==> src/rtl/fm_sweep_sequencer.sv <==
// fm_sweep_sequencer
// Wishbone master for the FM generator register bank. A start command writes
// the modulation frequency (reg 1) and deviation (reg 2), then writes the
// carrier increment word (reg 0) num_steps+1 times, starting from a latched
// start value and adding a signed step each time, dwelling after every write.
//
// Bus handshake (single classic-pipelined write per transaction):
//   - A write presents cyc=stb=we=1 with addr/data on the same cycle.
//   - The strobe is accepted on the first rising edge where i_wb_stall=0;
//     stb drops there while cyc stays high.
//   - The transaction ends on the rising edge where i_wb_ack=1; cyc drops.
//   - addr/data are held from the first strobe cycle until after the ack.
//   - i_wb_ack is only looked at while cyc is high.
//   - If no ack arrives within ACK_TIMEOUT cycles of cyc high, the write
//     is abandoned, o_error pulses and the sequencer returns to idle.
//
// o_dbg_state exposes the FSM state: 0 IDLE, 1 WR_MODF, 2 GAP, 3 WR_DEV,
// 4 WR_CAR, 5 DWELL, 6 DONE.
module fm_sweep_sequencer #(
  parameter int ACK_TIMEOUT = 255,
  parameter int DWELL_WIDTH = 24,
  parameter int STEP_WIDTH  = 16
) (
  input  logic                   i_clk,
  input  logic                   i_reset_n,
  input  logic                   i_start,
  input  logic                   i_abort,
  input  logic [31:0]            i_start_freq,
  input  logic [31:0]            i_step,
  input  logic [STEP_WIDTH-1:0]  i_num_steps,
  input  logic [DWELL_WIDTH-1:0] i_dwell,
  input  logic [31:0]            i_mod_freq,
  input  logic [31:0]            i_deviation,
  output logic                   o_wb_cyc,
  output logic                   o_wb_stb,
  output logic                   o_wb_we,
  output logic [1:0]             o_wb_addr,
  output logic [31:0]            o_wb_data,
  input  logic                   i_wb_ack,
  input  logic                   i_wb_stall,
  output logic                   o_busy,
  output logic                   o_done,
  output logic                   o_error,
  output logic [STEP_WIDTH-1:0]  o_step_index,
  output logic [31:0]            o_cur_freq,
  output logic [2:0]             o_dbg_state
);

  localparam int TO_W = $clog2(ACK_TIMEOUT + 1);
  // Last count value before the timeout fires; cyc is high for exactly
  // ACK_TIMEOUT cycles when no ack arrives.
  localparam logic [TO_W-1:0] TO_LAST = TO_W'(ACK_TIMEOUT - 1);

  localparam logic [1:0] ADDR_CAR  = 2'd0;
  localparam logic [1:0] ADDR_MODF = 2'd1;
  localparam logic [1:0] ADDR_DEV  = 2'd2;

  typedef enum logic [2:0] {
    S_IDLE    = 3'd0,
    S_WR_MODF = 3'd1,
    S_GAP     = 3'd2,
    S_WR_DEV  = 3'd3,
    S_WR_CAR  = 3'd4,
    S_DWELL   = 3'd5,
    S_DONE    = 3'd6
  } state_t;

  state_t                 state_q, state_d;

  // Sweep parameters captured at start; the modulation frequency needs no
  // separate copy because it goes straight into the first write's data.
  logic [31:0]            start_freq_q, start_freq_d;
  logic [31:0]            step_q, step_d;
  logic [STEP_WIDTH-1:0]  num_steps_q, num_steps_d;
  logic [DWELL_WIDTH-1:0] dwell_q, dwell_d;
  logic [31:0]            deviation_q, deviation_d;

  // Bus outputs
  logic                   wb_cyc_q, wb_cyc_d;
  logic                   wb_stb_q, wb_stb_d;
  logic                   wb_we_q, wb_we_d;
  logic [1:0]             wb_addr_q, wb_addr_d;
  logic [31:0]            wb_data_q, wb_data_d;

  // Status outputs
  logic                   busy_q, busy_d;
  logic                   done_q, done_d;
  logic                   error_q, error_d;
  logic [STEP_WIDTH-1:0]  step_index_q, step_index_d;
  logic [31:0]            cur_freq_q, cur_freq_d;

  // Working counters and flags
  logic [STEP_WIDTH-1:0]  idx_q, idx_d;          // index of carrier write in flight
  logic [DWELL_WIDTH-1:0] dwell_cnt_q, dwell_cnt_d;
  logic [TO_W-1:0]        to_cnt_q, to_cnt_d;
  logic                   abort_pend_q, abort_pend_d;

  // Next-state and next-output computation for the whole sequencer
  always_comb begin
    state_d      = state_q;
    start_freq_d = start_freq_q;
    step_d       = step_q;
    num_steps_d  = num_steps_q;
    dwell_d      = dwell_q;
    deviation_d  = deviation_q;
    wb_cyc_d     = wb_cyc_q;
    wb_stb_d     = wb_stb_q;
    wb_we_d      = wb_we_q;
    wb_addr_d    = wb_addr_q;
    wb_data_d    = wb_data_q;
    done_d       = 1'b0;
    error_d      = 1'b0;
    step_index_d = step_index_q;
    cur_freq_d   = cur_freq_q;
    idx_d        = idx_q;
    dwell_cnt_d  = dwell_cnt_q;
    to_cnt_d     = to_cnt_q;
    abort_pend_d = abort_pend_q;

    case (state_q)
      S_IDLE: begin
        // Abort wins over a simultaneous start.
        if (i_start && !i_abort) begin
          start_freq_d = i_start_freq;
          step_d       = i_step;
          num_steps_d  = i_num_steps;
          dwell_d      = i_dwell;
          deviation_d  = i_deviation;
          abort_pend_d = 1'b0;
          state_d      = S_WR_MODF;
          wb_cyc_d     = 1'b1;
          wb_stb_d     = 1'b1;
          wb_we_d      = 1'b1;
          wb_addr_d    = ADDR_MODF;
          wb_data_d    = i_mod_freq;
          to_cnt_d     = '0;
        end
      end

      S_WR_MODF, S_WR_DEV, S_WR_CAR: begin
        // An abort during a write is remembered; the write still finishes.
        if (i_abort) begin
          abort_pend_d = 1'b1;
        end
        if (wb_stb_q && !i_wb_stall) begin
          wb_stb_d = 1'b0;
        end
        if (i_wb_ack) begin
          wb_cyc_d = 1'b0;
          wb_stb_d = 1'b0;
          wb_we_d  = 1'b0;
          if (state_q == S_WR_CAR) begin
            cur_freq_d   = wb_data_q;
            step_index_d = idx_q;
          end
          if (i_abort || abort_pend_q) begin
            state_d = S_IDLE;
          end else if (state_q == S_WR_CAR) begin
            state_d     = S_DWELL;
            dwell_cnt_d = dwell_q;
          end else begin
            state_d = S_GAP;
          end
        end else if (to_cnt_q == TO_LAST) begin
          // Give up on the slave; registers already written stay written.
          wb_cyc_d = 1'b0;
          wb_stb_d = 1'b0;
          wb_we_d  = 1'b0;
          error_d  = 1'b1;
          state_d  = S_IDLE;
        end else begin
          to_cnt_d = to_cnt_q + TO_W'(1);
        end
      end

      S_GAP: begin
        // The address of the write just finished tells which one comes next.
        if (i_abort) begin
          state_d = S_IDLE;
        end else begin
          wb_cyc_d = 1'b1;
          wb_stb_d = 1'b1;
          wb_we_d  = 1'b1;
          to_cnt_d = '0;
          if (wb_addr_q == ADDR_MODF) begin
            state_d   = S_WR_DEV;
            wb_addr_d = ADDR_DEV;
            wb_data_d = deviation_q;
          end else begin
            state_d   = S_WR_CAR;
            wb_addr_d = ADDR_CAR;
            wb_data_d = start_freq_q;
            idx_d     = '0;
          end
        end
      end

      S_DWELL: begin
        if (i_abort) begin
          state_d = S_IDLE;
        end else if (dwell_cnt_q == '0) begin
          if (idx_q < num_steps_q) begin
            // Next carrier value wraps modulo 2^32; step may be negative.
            state_d   = S_WR_CAR;
            wb_cyc_d  = 1'b1;
            wb_stb_d  = 1'b1;
            wb_we_d   = 1'b1;
            wb_addr_d = ADDR_CAR;
            wb_data_d = cur_freq_q + step_q;
            idx_d     = idx_q + STEP_WIDTH'(1);
            to_cnt_d  = '0;
          end else begin
            state_d = S_DONE;
            done_d  = 1'b1;
          end
        end else begin
          dwell_cnt_d = dwell_cnt_q - DWELL_WIDTH'(1);
        end
      end

      S_DONE: begin
        state_d = S_IDLE;
      end

      default: begin
        state_d = S_IDLE;
      end
    endcase

    busy_d = (state_d != S_IDLE);
  end

  // State and output registers; asynchronous reset clears everything
  always_ff @(posedge i_clk or negedge i_reset_n) begin
    if (!i_reset_n) begin
      state_q      <= S_IDLE;
      start_freq_q <= '0;
      step_q       <= '0;
      num_steps_q  <= '0;
      dwell_q      <= '0;
      deviation_q  <= '0;
      wb_cyc_q     <= 1'b0;
      wb_stb_q     <= 1'b0;
      wb_we_q      <= 1'b0;
      wb_addr_q    <= '0;
      wb_data_q    <= '0;
      busy_q       <= 1'b0;
      done_q       <= 1'b0;
      error_q      <= 1'b0;
      step_index_q <= '0;
      cur_freq_q   <= '0;
      idx_q        <= '0;
      dwell_cnt_q  <= '0;
      to_cnt_q     <= '0;
      abort_pend_q <= 1'b0;
    end else begin
      state_q      <= state_d;
      start_freq_q <= start_freq_d;
      step_q       <= step_d;
      num_steps_q  <= num_steps_d;
      dwell_q      <= dwell_d;
      deviation_q  <= deviation_d;
      wb_cyc_q     <= wb_cyc_d;
      wb_stb_q     <= wb_stb_d;
      wb_we_q      <= wb_we_d;
      wb_addr_q    <= wb_addr_d;
      wb_data_q    <= wb_data_d;
      busy_q       <= busy_d;
      done_q       <= done_d;
      error_q      <= error_d;
      step_index_q <= step_index_d;
      cur_freq_q   <= cur_freq_d;
      idx_q        <= idx_d;
      dwell_cnt_q  <= dwell_cnt_d;
      to_cnt_q     <= to_cnt_d;
      abort_pend_q <= abort_pend_d;
    end
  end

  assign o_wb_cyc     = wb_cyc_q;
  assign o_wb_stb     = wb_stb_q;
  assign o_wb_we      = wb_we_q;
  assign o_wb_addr    = wb_addr_q;
  assign o_wb_data    = wb_data_q;
  assign o_busy       = busy_q;
  assign o_done       = done_q;
  assign o_error      = error_q;
  assign o_step_index = step_index_q;
  assign o_cur_freq   = cur_freq_q;
  assign o_dbg_state  = state_q;

endmodule
==> config.mk <==
export PLATFORM = sky130hd
export DESIGN_NAME = fm_sweep_sequencer
export DESIGN_NICKNAME = d
export VERILOG_FILES = /design/src/rtl/fm_sweep_sequencer.sv
export SDC_FILE = /design/constraint.sdc
export NUM_CORES = 1
export LEC_CHECK = 0
export BUFFER_PORTS_ARGS = -buffer_cell sky130_fd_sc_hd__buf_2
export CAP_MARGIN = 30
export CORE_MARGIN = 2
export CORE_UTILIZATION = 45
export DETAILED_ROUTE_END_ITERATION = 7
export PLACE_DENSITY = 0.75
export SLEW_MARGIN = 30
export SYNTH_ARGS = -nofsm -noshare
export SYNTH_HDL_FRONTEND = slang
export SYNTH_SLANG_ARGS = --single-unit
==> constraint.sdc <==
create_clock -name i_clk -period 3.28 [get_ports i_clk]
set_input_delay 0.656 -clock i_clk [delete_from_list [all_inputs] [get_ports i_clk]]
set_output_delay 0.656 -clock i_clk [all_outputs]
set_load 0.005 [all_outputs]
Word level (Yosys, flattened, before mapping). Cells that the tools add are included.

Muxes and demuxes: 67. $mul: 0. Div/mod/pow operators: 0. Bitwise logic cells: 0. Eq/ne operators: 22. Magnitude comparators: 1. Shift-type cells: 0. Reduce and logical (&&, ||, !) cells: 23. $add $sub $neg: 4.

Operators by type and width (number): 32-bit two-way mux (6); 24-bit two-way mux (5); 32-bit case mux with 3 select lines (1); 16-bit two-way mux (5); 8-bit two-way mux (7); 24-bit case mux with 2 select lines (1); 32-bit adder (1); 16-bit case mux with 2 select lines (1); 8-bit case mux with 4 select lines (1); 3-bit two-way mux (9); 2-bit inequality test, second input constant (13); 24-bit zero test (1); 24-bit by 1-bit subtractor with 24-bit output, second input constant (1); 1-bit two-way mux (19); 6-bit AND reduction (3); 16-bit by 1-bit adder with 16-bit output, second input constant (1); 16-bit less-than comparator (1); 2-bit two-way mux (7); 7-bit AND reduction (2); 3-bit case mux with 4 select lines (1); 8-bit by 1-bit adder with 8-bit output, second input constant (1); 8-bit equality test, second input constant (1); 1-bit case mux with 4 select lines (2); 8-bit AND reduction (1); other kinds (18) (26).

Output and inout port bits: 91. Memory bits (writable): 0. Bits in latches: 0. Memory bits (read-only): 0. Logic and storage cells: 136. Register bits after elaboration: 275. Input bits: 174. Memories kept: 0.

Logic depth before layout (Yosys ltp).
Depth in word-level cells: 6. Gate-level depth with buffers: 12. Mapped depth without buffers: 11.

Worst setup path after synthesis. Ideal clock, no wire load.

Path kind: reg2reg. Start point: register dwell_cnt_q[0]. End point: register to_cnt_q[6]. Data required time: 3203 ps. Arrival time: 2764 ps. Clock period less this slack: 2841 ps. Setup slack: 439 ps. Stages on the path, launching flop included: 13. Library setup time: 77 ps. Path buffers: 1. Cells stage by stage: dfrtp_1 -> inv_1 -> ha_1 -> or4b_4 -> nor4_4 -> nand4_2 -> nor2_1 -> nand3_2 -> a31oi_4 -> nor2_2 -> buf_6 -> or3_1 -> a21oi_1.

Word-level cells in the longest chain between the ends: 3.

RTL lines: start, declared (RTL line 94) `logic [DWELL_WIDTH-1:0] dwell_cnt_q, dwell_cnt_d;`; start signal, assigned (RTL line 274) `dwell_cnt_q <= dwell_cnt_d;`; 24-bit zero test (RTL line 201) `end else if (dwell_cnt_q == '0) begin`; 2-bit inequality test (no source line); 8-bit AND reduction (no source line); end signal, assigned (RTL line 275) `to_cnt_q <= to_cnt_d;`; end, declared (RTL line 95) `logic [TO_W-1:0] to_cnt_q, to_cnt_d;`.

No other way between the ends. A chain may end at the register's enable or synchronous reset.

Worst setup path in the final report.
Start point: register cur_freq_q[1] (netlist: o_cur_freq[1]). End point: register wb_data_q[23] (netlist: o_wb_data[23]).

Word-level cells in the longest chain between the ends: 5.

RTL lines: start, declared (RTL line 90) `logic [31:0] cur_freq_q, cur_freq_d;`; start signal, assigned (RTL line 272) `cur_freq_q <= cur_freq_d;`; 32-bit adder (RTL line 209) `wb_data_d = cur_freq_q + step_q;`; 32-bit two-way mux (RTL line 202) `if (idx_q < num_steps_q) begin`; 32-bit two-way mux (RTL line 201); 32-bit two-way mux (RTL line 199) `if (i_abort) begin`; 32-bit case mux with 3 select lines (RTL line 120) `case (state_q)`; end signal, assigned (RTL line 267) `wb_data_q <= wb_data_d;`; end, declared (RTL line 83) `logic [31:0] wb_data_q, wb_data_d;`.

No other way between the ends. The select of a mux whose other input is x is not followed.

==> flow_metrics.env <==
export IMPL_dr_total_vias=12350
export IMPL_synth_commonest_cells="488 x nand2_1, 275 x dfrtp_1, 125 x a21oi_1"
export IMPL_clk_pin_slew_worst_paths_ns=0.06
export IMPL_synth_distinct_cells=63
export IMPL_start_util_pct=45.72
export IMPL_synth_edff_count=0
export IMPL_fin_skew_ns=0.01115
export IMPL_core_rowCount=64
export IMPL_synth_simple_gate_area_share_pct=21.23
export IMPL_avgViaCountPerCell=5.485
export IMPL_crit_path_max_fanout=4
export IMPL_die_area_um2=32510
export IMPL_synthMostInstantiatedCell="nand2_1"
export IMPL_drv_cap=0
export IMPL_overflow=0
export IMPL_synth_async_reset_ratio_pct=100.0
export IMPL_synth_area_um2=13990
export IMPL_wirelength_um=39530
export IMPL_drt_iter0_markers=803
export IMPL_fmax_mhz=325.3
export IMPL_ys_warn_count=0
export IMPL_cp_required_ns=3.71
export IMPL_io_buffers=264
export IMPL_area_growth_pct=22.03
export IMPL_worstSetupEndpointType="flip-flop"
export IMPL_worstMarginPinSlew_ns=0.9302
export IMPL_post_route_min_period_ns=3.074
export IMPL_cts_htree_levels=1
export IMPL_synth_top_area_share_pct=49.20
export IMPL_antenna_found_initial=6
export IMPL_cts_sinks=275
export IMPL_combPwrFrac_pct=38.7
export IMPL_worstPathArrival_ns=3.50
export IMPL_grt_pass1_vias=12490
export IMPL_cts_hold_buf=0
export IMPL_irDropWorstVdd_mv=0.4405
export IMPL_synthAdderAreaFrac_pct=4.616
export IMPL_cts_root_buf="clkbuf_16"
export IMPL_status="finished, final reports clean"
export IMPL_drc=0
export IMPL_synth_seq_area_share_pct=49.20
export IMPL_cts_tree="done"
export IMPL_clockPowerShare_pct=24.3
export IMPL_grt_max_degree=122
export IMPL_r2r_end="o_wb_data[23]"
export IMPL_drv_slew=0
export IMPL_r2r_setup_slack_ns=0.21
export IMPL_cts_buffer_depth=3
export IMPL_drive_gt1_share_pct=23.31
export IMPL_utilization_pct=55.80
export IMPL_synth_mux_area_fraction_pct=4.831
export IMPL_switching_share_pct=37.99
export IMPL_synth_flop_cell="dfrtp_1"
export IMPL_synthXorXnorAreaFrac_pct=2.254
export IMPL_p_leak_nw=8.745
export IMPL_track_usage_pct=23.87
export IMPL_place_congestion=0.8562
export IMPL_netlist_instances=1580
export IMPL_dp_hpwl_um=27690
export IMPL_switchingPower_mw=6.031
export IMPL_synth_top_family_by_area="simple AND/OR/NAND/NOR gates"
export IMPL_yosysTopAreaCell="dfrtp_1"
export IMPL_syn_num_nets=1805
export IMPL_rr_worst_depth=10
export IMPL_ioPinCount=265
export IMPL_yosys_top_cells_area="dfrtp_1 49%, nand2_1 13%, a21oi_1 4.5%"
export IMPL_ant_nets=0
export IMPL_pwr_share_seq_pct=37.0
export IMPL_synth_compound_area_share_pct=14.46
export IMPL_timing_rr_start="o_cur_freq[1]"
export IMPL_synth_seq_cells=275
export IMPL_power_internal_mw=9.842
export IMPL_setup_viol=0
export IMPL_startpoint_type="flip-flop"
export IMPL_fp_dieW_um=180.3
export IMPL_die_h_um=180.3
export IMPL_firstDrtPassIters=5
export IMPL_wl_per_cell_um=17.56
export IMPL_clk_latency_ns=0.56
export IMPL_crit_type="reg2reg"
export IMPL_final_period_utilization_pct=93.71
export IMPL_numCtsBuffers=30
export IMPL_worstHoldPathType="in2async"
export IMPL_grt_pass1_wl_um=63720
export IMPL_syn_avg_cell_area_um2=8.852
export IMPL_totalPowerFinal_mw=15.87
export IMPL_core_um2=30590
export IMPL_powerDensity_nw_per_um2=930.0
export IMPL_nets=2050
export IMPL_final_hold_viol_count=0
export IMPL_slew_headroom_pct=37.65
## registers in the layout, summed over array words and instances (netlist names), 2 cells and up
| name | flops |
|---|---|
| deviation_q | 32 |
| dwell_cnt_q | 24 |
| dwell_q | 24 |
| idx_q | 16 |
| num_steps_q | 16 |
| o_cur_freq | 32 |
| o_dbg_state | 3 |
| o_step_index | 16 |
| o_wb_addr | 2 |
| o_wb_data | 32 |
| start_freq_q | 32 |
| step_q | 32 |
| to_cnt_q | 8 |
## cells by family after synthesis
family	count (synthesis)
and+or+nand+nor	708
AOI/OAI and AO/OA	331
DFF	275
buffers and inverters	118
muxes	61
adders and majority gates	51
xor gates and xnor gates	36
## critical path, cell delays in order, from the launching register on
cell      delay, ns
dfrtp_1        0.43
ha_1           0.33
a211oi_1       0.23
nor2_1         0.13
a211oi_1       0.32
a31oi_1        0.26
a31o_2         0.34
a211oi_1       0.44
xnor2_1        0.12
a221oi_1       0.25
a21oi_1        0.11
## worst max-delay path by stage
stage                   startpoint  cells past startpoint       endpoint
floorplan           dwell_cnt_q[0]                     12    to_cnt_q[6]
global placement     o_cur_freq[0]                     11  o_wb_data[22]
detailed placement   o_cur_freq[0]                     11  o_wb_data[22]
CTS                  o_cur_freq[0]                     11  o_wb_data[22]
global route        dwell_cnt_q[1]                     12   o_wb_data[0]
finish               o_cur_freq[1]                     10  o_wb_data[23]
## timing repair
item | 4_1_cts | 5_1_grt
setup buffers | 0 | 1
endpoints found under the setup margin | 0 | 15
resized for setup | 0 | 5
## routing by layer
layer,up-vias,share of wire (%),track usage (%),routed length [um]
met5,-,0,0,0
met4,0,3.8,8.903,1510
met3,97,5.6,3.496,2233
met2,452,48,40.53,18870
met1,5923,43,31.04,16910
li1,5874,-,-,-
## placed cells by master, fill, tap and decap left out, drive strengths merged, types with 14 or more instances in the layout
master  synthesis  final
nand2         488    488
buf            16    299
dfrtp         275    275
a21oi         126    126
nor2           99     99
o21ai          83     83
mux2           52     52
ha             50     50
clkbuf         71     42
a21o           33     33
inv            31     32
nand3          26     26
a221oi         20     20
xor2           19     19
xnor2          17     17
nor3           15     15
and3           14     14
## area by class of cell
cell class,count,area [um^2]
fill,2791,13520
sequential,275,6882
multi-input combinational,1187,6695
timing repair buffer,300,1714
clock buffer,41,893.4
tap,396,495.5
clock inverter,15,256.5
inverter,31,116.4
antenna,6,15.01
## per-stage QoR
stage / cell area, um^2 / TNS (ns) / setup slack [ns] / hold slack (ns) / cells
CTS: 16990 / 0 / 0.04041 / 0.1398 / 2243
floorplan: 13990 / 0 / 0.4390 / 0.3604 / 1580
detailed placement: 15840 / 0 / 0.04090 / 0.4575 / 2187
global placement: 15840 / 0 / 0.1519 / 0.4571 / 2187
global route: 17070 / -0.06703 / -0.01934 / 0.1848 / 2251
finish: 17070 / 0 / 0.2064 / 0.1353 / 2251
## power groups by stage
stage               Sequential [mW]  Clock, mW  Combinational, mW
floorplan                      5.60          0               4.20
global placement               5.84          0               5.87
detailed placement             5.90          0               6.07
CTS                            5.86       3.92               6.11
global route                   6.05       4.07               6.88
finish                         5.88       3.85               6.14
No activity file was read; power rests on OpenSTA's default activity.
